==> src/rtl/benchmark1_word_collector.sv <==
// benchmark1_word_collector
// Deserialises the qualified single-bit stream from the benchmark1 datapath
// into WORD_W-bit words (first bit received lands in the MSB) and buffers
// completed words in a show-ahead FIFO with a valid/ready output handshake.
// A flush pushes a partial word left-aligned and zero-padded. overflow is
// sticky and records any word dropped because the FIFO was full.
//
// Optional feature macro: COLLECTOR_PARITY_EN
//   When defined, every FIFO entry also carries the XOR parity of its word,
//   computed at push time, and the word_parity output presents the head
//   entry's parity (0 while empty).

module benchmark1_word_collector #(
    parameter int WORD_W     = 8,
    parameter int FIFO_DEPTH = 4
) (
    input  logic                          clock,
    input  logic                          reset_n,
    input  logic                          bit_in,
    input  logic                          bit_valid,
    input  logic                          flush,
    output logic [WORD_W-1:0]             word_out,
    output logic                          word_valid,
    input  logic                          word_ready,
    output logic [$clog2(FIFO_DEPTH):0]   fill_level,
    output logic                          overflow
`ifdef COLLECTOR_PARITY_EN
    ,
    output logic                          word_parity
`endif
);

    localparam int CNT_W = $clog2(WORD_W);
    localparam int IDX_W = $clog2(FIFO_DEPTH);
    localparam int PTR_W = IDX_W + 1;
`ifdef COLLECTOR_PARITY_EN
    localparam int ENT_W = WORD_W + 1;
`else
    localparam int ENT_W = WORD_W;
`endif

    // Bit count that marks a complete word, held one bit wider than cnt so
    // that "cnt after taking this cycle's bit" can reach WORD_W.
    localparam logic [CNT_W:0] WORD_FULL = (CNT_W + 1)'(WORD_W);

    // Assembly state
    logic [WORD_W-1:0] sr_q, sr_d;
    logic [CNT_W-1:0]  cnt_q, cnt_d;

    // FIFO state
    logic [PTR_W-1:0]  wr_ptr_q, wr_ptr_d;
    logic [PTR_W-1:0]  rd_ptr_q, rd_ptr_d;
    logic              overflow_q, overflow_d;
    logic [ENT_W-1:0]  mem_q [FIFO_DEPTH];

    // Intermediate signals
    logic [WORD_W-1:0] sr_after;
    logic [CNT_W:0]    cnt_after;
    logic              push_req;
    logic [WORD_W-1:0] push_word;
    logic [ENT_W-1:0]  push_entry;
    logic              fifo_empty;
    logic              fifo_full;
    logic              pop;
    logic              push_ok;
    logic [ENT_W-1:0]  head_entry;

    // Take this cycle's bit first, then decide whether a completed or
    // flushed word is pushed and where the bit counter goes next.
    always_comb begin
        // NOTE: every variable assigned here gets a default on entry so no
        // path leaves it unassigned; otherwise synthesis infers a latch.
        sr_after  = sr_q;
        cnt_after = {1'b0, cnt_q};
        if (bit_valid) begin
            sr_after  = {sr_q[WORD_W-2:0], bit_in};
            cnt_after = cnt_after + 1'b1;
        end

        sr_d      = sr_after;
        cnt_d     = cnt_after[CNT_W-1:0];
        push_req  = 1'b0;
        push_word = sr_after;

        if (cnt_after == WORD_FULL) begin
            // A completing bit wins over flush: only the normal push occurs.
            push_req = 1'b1;
            cnt_d    = '0;
        end else if (flush && (cnt_after != '0)) begin
            // The partial word occupies the low cnt_after bits of the shift
            // register; shifting left drops stale upper bits and zero-pads.
            push_req  = 1'b1;
            push_word = sr_after << (WORD_FULL - cnt_after);
            cnt_d     = '0;
        end
    end

    // FIFO occupancy, handshake and the push/pop/overflow decision.
    always_comb begin
        fifo_empty = (wr_ptr_q == rd_ptr_q);
        fifo_full  = (wr_ptr_q[IDX_W-1:0] == rd_ptr_q[IDX_W-1:0]) &&
                     (wr_ptr_q[IDX_W] != rd_ptr_q[IDX_W]);
        pop        = !fifo_empty && word_ready;
        // A pop in the same cycle frees the slot the push needs, so a full
        // FIFO still accepts the word.
        push_ok    = push_req && (!fifo_full || pop);

        wr_ptr_d   = wr_ptr_q + {{IDX_W{1'b0}}, push_ok};
        rd_ptr_d   = rd_ptr_q + {{IDX_W{1'b0}}, pop};
        overflow_d = overflow_q || (push_req && !push_ok);

`ifdef COLLECTOR_PARITY_EN
        push_entry = {^push_word, push_word};
`else
        push_entry = push_word;
`endif
    end

    // Assembly and FIFO control registers with asynchronous reset.
    always_ff @(posedge clock or negedge reset_n) begin
        // NOTE: sequential state uses non-blocking assignments so every
        // register samples its pre-edge inputs regardless of block order.
        if (!reset_n) begin
            sr_q       <= '0;
            cnt_q      <= '0;
            wr_ptr_q   <= '0;
            rd_ptr_q   <= '0;
            overflow_q <= 1'b0;
        end else begin
            sr_q       <= sr_d;
            cnt_q      <= cnt_d;
            wr_ptr_q   <= wr_ptr_d;
            rd_ptr_q   <= rd_ptr_d;
            overflow_q <= overflow_d;
        end
    end

    // FIFO storage write port.
    always_ff @(posedge clock) begin
        // NOTE: the storage array is deliberately not reset; an entry is only
        // visible between its write and its pop, and outputs are masked to 0
        // while the FIFO is empty, so reset pointers alone give clean state.
        if (push_ok) begin
            mem_q[wr_ptr_q[IDX_W-1:0]] <= push_entry;
        end
    end

    // Show-ahead head presentation, masked to zero while empty.
    always_comb begin
        head_entry = mem_q[rd_ptr_q[IDX_W-1:0]];
        word_valid = !fifo_empty;
        word_out   = fifo_empty ? '0 : head_entry[WORD_W-1:0];
        fill_level = wr_ptr_q - rd_ptr_q;
        overflow   = overflow_q;
`ifdef COLLECTOR_PARITY_EN
        word_parity = fifo_empty ? 1'b0 : head_entry[WORD_W];
`endif
    end

endmodule
==> config.mk <==
export PLATFORM = sky130hd
export DESIGN_NAME = benchmark1_word_collector
export DESIGN_NICKNAME = d
export VERILOG_FILES = /design/src/rtl/benchmark1_word_collector.sv
export SDC_FILE = /design/constraint.sdc
export NUM_CORES = 1
export LEC_CHECK = 0
export ABC_AREA = 1
export BUFFER_PORTS_ARGS = -buffer_cell sky130_fd_sc_hd__buf_2
export CORE_ASPECT_RATIO = 0.8
export CORE_UTILIZATION = 59
export DETAILED_ROUTE_END_ITERATION = 8
export HOLD_SLACK_MARGIN = 0.05
export PLACE_DENSITY = 0.78
export SLEW_MARGIN = 15
export SYNTH_ARGS = -nofsm -noshare
export SYNTH_HDL_FRONTEND = slang
export SYNTH_SLANG_ARGS = --single-unit
==> constraint.sdc <==
create_clock -name clock -period 3.3 [get_ports clock]
set_input_delay 0.825 -clock clock [delete_from_list [all_inputs] [get_ports clock]]
set_output_delay 0.825 -clock clock [all_outputs]
set_load 0.03 [all_outputs]
; Yosys cells after proc, flatten, opt, wreduce, memory -nomap -nowiden
; Memories as Yosys holds them, arrays and structs flattened.
; Index checks and enable logic that the tools add are counted.
[classes]
n_addsub = 5
eq_ne = 4
n_shift = 1
mux = 11
n_reduce_logical = 11
[op_table]
columns = cell, n
row1 = $mux W8, 4
row2 = $shl A8 B4 Y8, 1
row3 = $add A3 B1 Y3, 2
row4 = $mux W3, 2
row5 = $logic_and A1 B1 Y1, 5
row6 = $add A3 B1 Y4 const B, 1
row7 = $eq A4 B4 Y1 const B, 1
row8 = $mux W1, 4
row9 = $mux W4, 1
row10 = $reduce_bool A4 Y1, 1
row11 = $sub A4 B4 Y4 const A, 1
row12 = $eq A3 B3 Y1, 1
row13 = $logic_not A1 Y1, 3
row14 = $sub A3 B3 Y3, 1
row15 = $eq A2 B2 Y1, 1
row16 = $logic_or A1 B1 Y1, 2
row17 = $ne A1 B1 Y1, 1
[totals]
register_bits = 18
ramBits = 32
inputBits = 6
output_inout_bits = 13
elab_cells = 38
n_memories = 1
[mem_list]
columns = name, words, width, rd, rd_clocked_by_memory_dff, write_ports, line_no
row1 = mem_q, 4, 8, 1, 0, 1, 54  ; logic [ENT_W-1:0] mem_q [FIFO_DEPTH];

; Depth between registers and ports, before layout
[logic_depth]
ltp_word = 10
ltp_mapped = 14
ltp_nobuf = 13

; Worst setup path before layout
; No wires, ideal clock.
[synth_path]
kind = input-to-reg
startpoint = in bit_valid
endpoint = mem mem_q[0][0] (netlist name) (enable)
setup_ns = 0.383
t_arrival_ns = 2.511
required_ns = 2.917
setup_slack_ns = 0.405
cell_stages = 10
n_path_buf = 1
cell_sequence = buf_6 -> inv_2 -> nand2_1 -> nand2_2 -> ha_1 -> nand3_2 -> or2_0 -> nand2_2 -> nand2_2 -> nor3_1
[synth_via]
elab_chain_len = 8
word_cells_on_any_way = 9
classes_between = 1 x eq/ne / 5 x mux / 3 x reduce/logical
[synth_lines]
columns = item, line_no
row1 = start: declaration, 20  ; input logic bit_valid,
row2 = $mux W4 *, 75  ; if (bit_valid) begin
row3 = $reduce_bool A4 Y1, 89  ; end else if (flush && (cnt_after != '0)) begin
row4 = $logic_and A1 B1 Y1, 89
row5 = $mux W1, 89
row6 = $mux W1 *, 85  ; if (cnt_after == WORD_FULL) begin
row7 = $logic_and A1 B1 Y1 *, 106  ; push_ok = push_req && (!fifo_full || pop);
row8 = $mux W1 *, 143  ; if (push_ok) begin
row9 = $mux W1 (implied by the code) *, 144  ; mem_q[wr_ptr_q[IDX_W-1:0]] <= push_entry;
row10 = end: declaration, 54
; Every way passes the cells marked *; elsewhere a longest branch is shown, timed or not.

; Worst setup path in the final report
[layout_path]
startpoint = reg wr_ptr_q[0]
endpoint = out word_out[1]
[layout_via]
elab_chain_len = 2
[layout_lines]
columns = item, line_no
row1 = start: declaration, 51  ; logic [PTR_W-1:0] wr_ptr_q, wr_ptr_d;
row2 = start signal: assignment, 132  ; wr_ptr_q <= wr_ptr_d;
row3 = $eq A3 B3 Y1, 100  ; fifo_empty = (wr_ptr_q == rd_ptr_q);
row4 = $mux W8, 152  ; word_out = fifo_empty ? '0 : head_entry[WORD_W-1:0];
row5 = end: declaration, 22  ; output logic [WORD_W-1:0] word_out,
; Every way passes these cells.

==> impl_metrics.csv <==
group,metric,value,unit
logic_synthesis,synth_edf_count,32,
clock_tree,cts_tree,"yes",
min_path,hold_class,"in2async",
final_layout,antennaDiodeCount,0,
sta,max_clock_freq,381,MHz
sta,slew_violations,0,
clock_tree,clock-sinks,50,
clock_tree,post_cts_buffers,0,
global_routing,grt_overflow_total,0,
route,drt_iter0_markers,165,
placed_design,dpl_cell_area,2740,µm²
logic_synthesis,synth_area_leaders,"edfxtp_1, dfrtp_1, nand2_1",
floorplan,coreArea,4180,µm²
setup_path,rr_worst_depth,13,
floorplan,die_h,60.9,µm
run,cap_violations,0,
clock_tree,root_buffer,"clkbuf_8",
global_routing,grt_use_met3,5.65,%
global_routing,antenna_found_initial,0,
sta,fin_setup_tns,0,ns
floorplan,num_rows,21,
global_routing,use_met1,31.9,%
route,drtPass1Iterations,4,
setup_path,critPathMaxStageDelay,0.39,ns
placed_design,portBuffers,18,
power_and_ir_drop,leakagePower,1.34,nW
logic_synthesis,synth_common_cells,"nand2_1, nor2_1, inv_1",
logic_synthesis,yosysWarnings,0,
setup_path,required,2.47,ns
setup_path,endpoint_kind,"primary output",
power_and_ir_drop,powerDensity,932,nW/µm²
route,routed_wl,4.98,mm
clock_tree,cts_hold_buf,0,
final_layout,final_util,68.3,%
sta,hold_ws,0.438,ns
route,drtAntennaViolNets,0,
floorplan,dieArea,4610,µm²
sta,period_needed,2.62,ns
sta,setup_violations,0,
logic_synthesis,synthCells,290,
global_routing,grt_pass1_vias,1721,
final_layout,layout-drive-gt1-share,14.2,%
setup_path,crit_arrival,1.80,ns
clock_tree,cts.clk_slew.worst_paths,0.09,ns
floorplan,die_w,75.7,µm
final_layout,nNetsFinal,331,
clock_tree,clock_latency,0.30,ns
sta,hold_violations,0,
logic_synthesis,synth_most_common_cell,"nand2_1",
outcome,status,"finished clean",
route,vias,1968,
logic_synthesis,ys_seq_area_share,55.1,%
logic_synthesis,synthDominantCellAreaShare,37.5,%
power_and_ir_drop,vdd_drop_max,0.659,mV
sta,worst_slew_pin_slew,0.450,ns
clock_tree,htree_levels,2,
global_routing,grt_pass1_wl,7.79,mm
power_and_ir_drop,total_power,2.66,mW
sta,maxSlewHeadroom,69.7,%
logic_synthesis,avgSynthCellArea,8.84,µm²
route,viasPerCell,5.26,
final_layout,fin_area,2850,µm²
sta,fin_crit_sh,79.5,%
sta,fin_skew,0.00705,ns
route,wl_per_cell,13.3,µm
placed_design,routabilityCongestion,0.940,
logic_synthesis,ys_ff_latch,50,
logic_synthesis,yosysUniqueCellTypes,28,
setup_path,path_buf_inv,3,
final_layout,syn2layout_area_growth,11.3,%
setup_path,crit_family,"buffers and inverters",
clock_tree,numCtsBuffers,5,
logic_synthesis,ys.flop_type,"edfxtp_1",
setup_path,start_kind,"flip-flop",
clock_tree,post_cts_resized,0,
floorplan,start_util,61.3,%
setup_path,cp_max_fo,10,
global_routing,use_met2,38.1,%
placed_design,dp_hpwl,3.71,mm
global_routing,grt_start_max_net_pins,19,
setup_path,cp_slowest_cell,"dfrtp_1",
logic_synthesis,netlist_area,2560,µm²
setup_path,critPathKind,"reg2out",
global_routing,busiest_layer,"met2",
route,route.detailed.drc,0,
logic_synthesis,synth_nets,305,
clock_tree,cts_buffer_depth,2,
sta,rsz0062_at_grt,"no",
logic_synthesis,synth_top_cell_by_area,"edfxtp_1",
global_routing,groute.usage.overall,24.0,%
setup_path,worstPathCellList,"inv_1 -> ha_1 -> nand2_1 -> nor2_1 -> buf_4 -> a21oi_1 -> buf_2",
setup_path,cp.depth,7,
floorplan,io-pin-count,19,
logic_synthesis,synth-async-reset-ratio,36.0,%
-- through the flow --
step	setup slack (ns)	std cells
after global routing	0.496	374
after floorplan	0.405	290
after global placement	0.462	366
final	0.678	374
after CTS	0.664	374
after detailed placement	0.410	366
-- cell type report --
class,instances,area (µm²)
clock buffer,6,72.6
clock inverter,2,37.5
fill,314,1330
inverter,38,144
multi-input combinational,195,966
sequential,50,1410
tap,57,71.3
timing repair buffer,26,150
-- worst paths after layout --
check	startpoint	to	slack, ns
max reg2reg	cnt_q[0]	wr_ptr_q[2]	0.91
max	wr_ptr_q[0]	word_out[1]	0.68
min in group clock	overflow	overflow	0.48
max in group asynchronous	reset_n	wr_ptr_q[0]	2.58
min reg2reg	overflow	overflow	0.48
min	reset_n	cnt_q[0]	0.44
-- metal layers --
| metal | part of all wire [%] | up-vias |
|---|---|---|
| li1 | - | 989 |
| met1 | 44 | 897 |
| met2 | 47 | 69 |
| met3 | 6.7 | 13 |
| met4 | 2.5 | 0 |
| met5 | 0 | - |
-- power breakdown --
| part | leakage (nW) | internal (mW) | switching (mW) |
|---|---|---|---|
| logic | 0.787 | 0.407 | 0.951 |
| clock network | 0.0514 | 0.226 | 0.192 |
| registers | 0.503 | 0.825 | 0.0584 |
-- worst register-to-register path, cell delays in order (launching register included) --
cell and delay, ns:
dfrtp_1 0.45, ha_1 0.32, nand2_1 0.07, nand2_1 0.07, inv_1 0.09, ha_1 0.18, nand3_2 0.11, nand2_2 0.20
nand2_2 0.12, nand2_2 0.11, inv_1 0.05, ha_1 0.18, ha_1 0.18, xor2_1 0.14
-- registers in the layout, indices dropped and copies added (netlist names) --
register,count
rd_ptr_q,3
cnt_q,3
overflow,1
mem_q,32
sr_q,8
wr_ptr_q,3
-- cells by family after synthesis --
logic type | Yosys count | share of synthesized area, %
and+or+nand+nor | 152 | 25.7
DFF | 50 | 55.1
xor gates and xnor gates | 4 | 1.37
adders and majority gates | 9 | 4.69
AOI/OAI and AO/OA | 30 | 5.96
buffers and inverters | 45 | 7.23
-- placed cells by master (no fill, tap or decap), drive strengths merged --
cell type / n
o21ai: 20
nand3: 27
xor2: 4
fa: 1
clkinv: 2
edfxtp: 32
nand3b: 1
ha: 8
dfrtp: 18
a21oi: 9
nor2: 42
bufinv: 1
nand4: 1
inv: 36
buf: 26
nand2: 76
o21bai: 1
clkbuf: 6
clkinvlp: 1
nor3: 4
or2: 1
No activity file was read; power rests on OpenSTA's default activity.
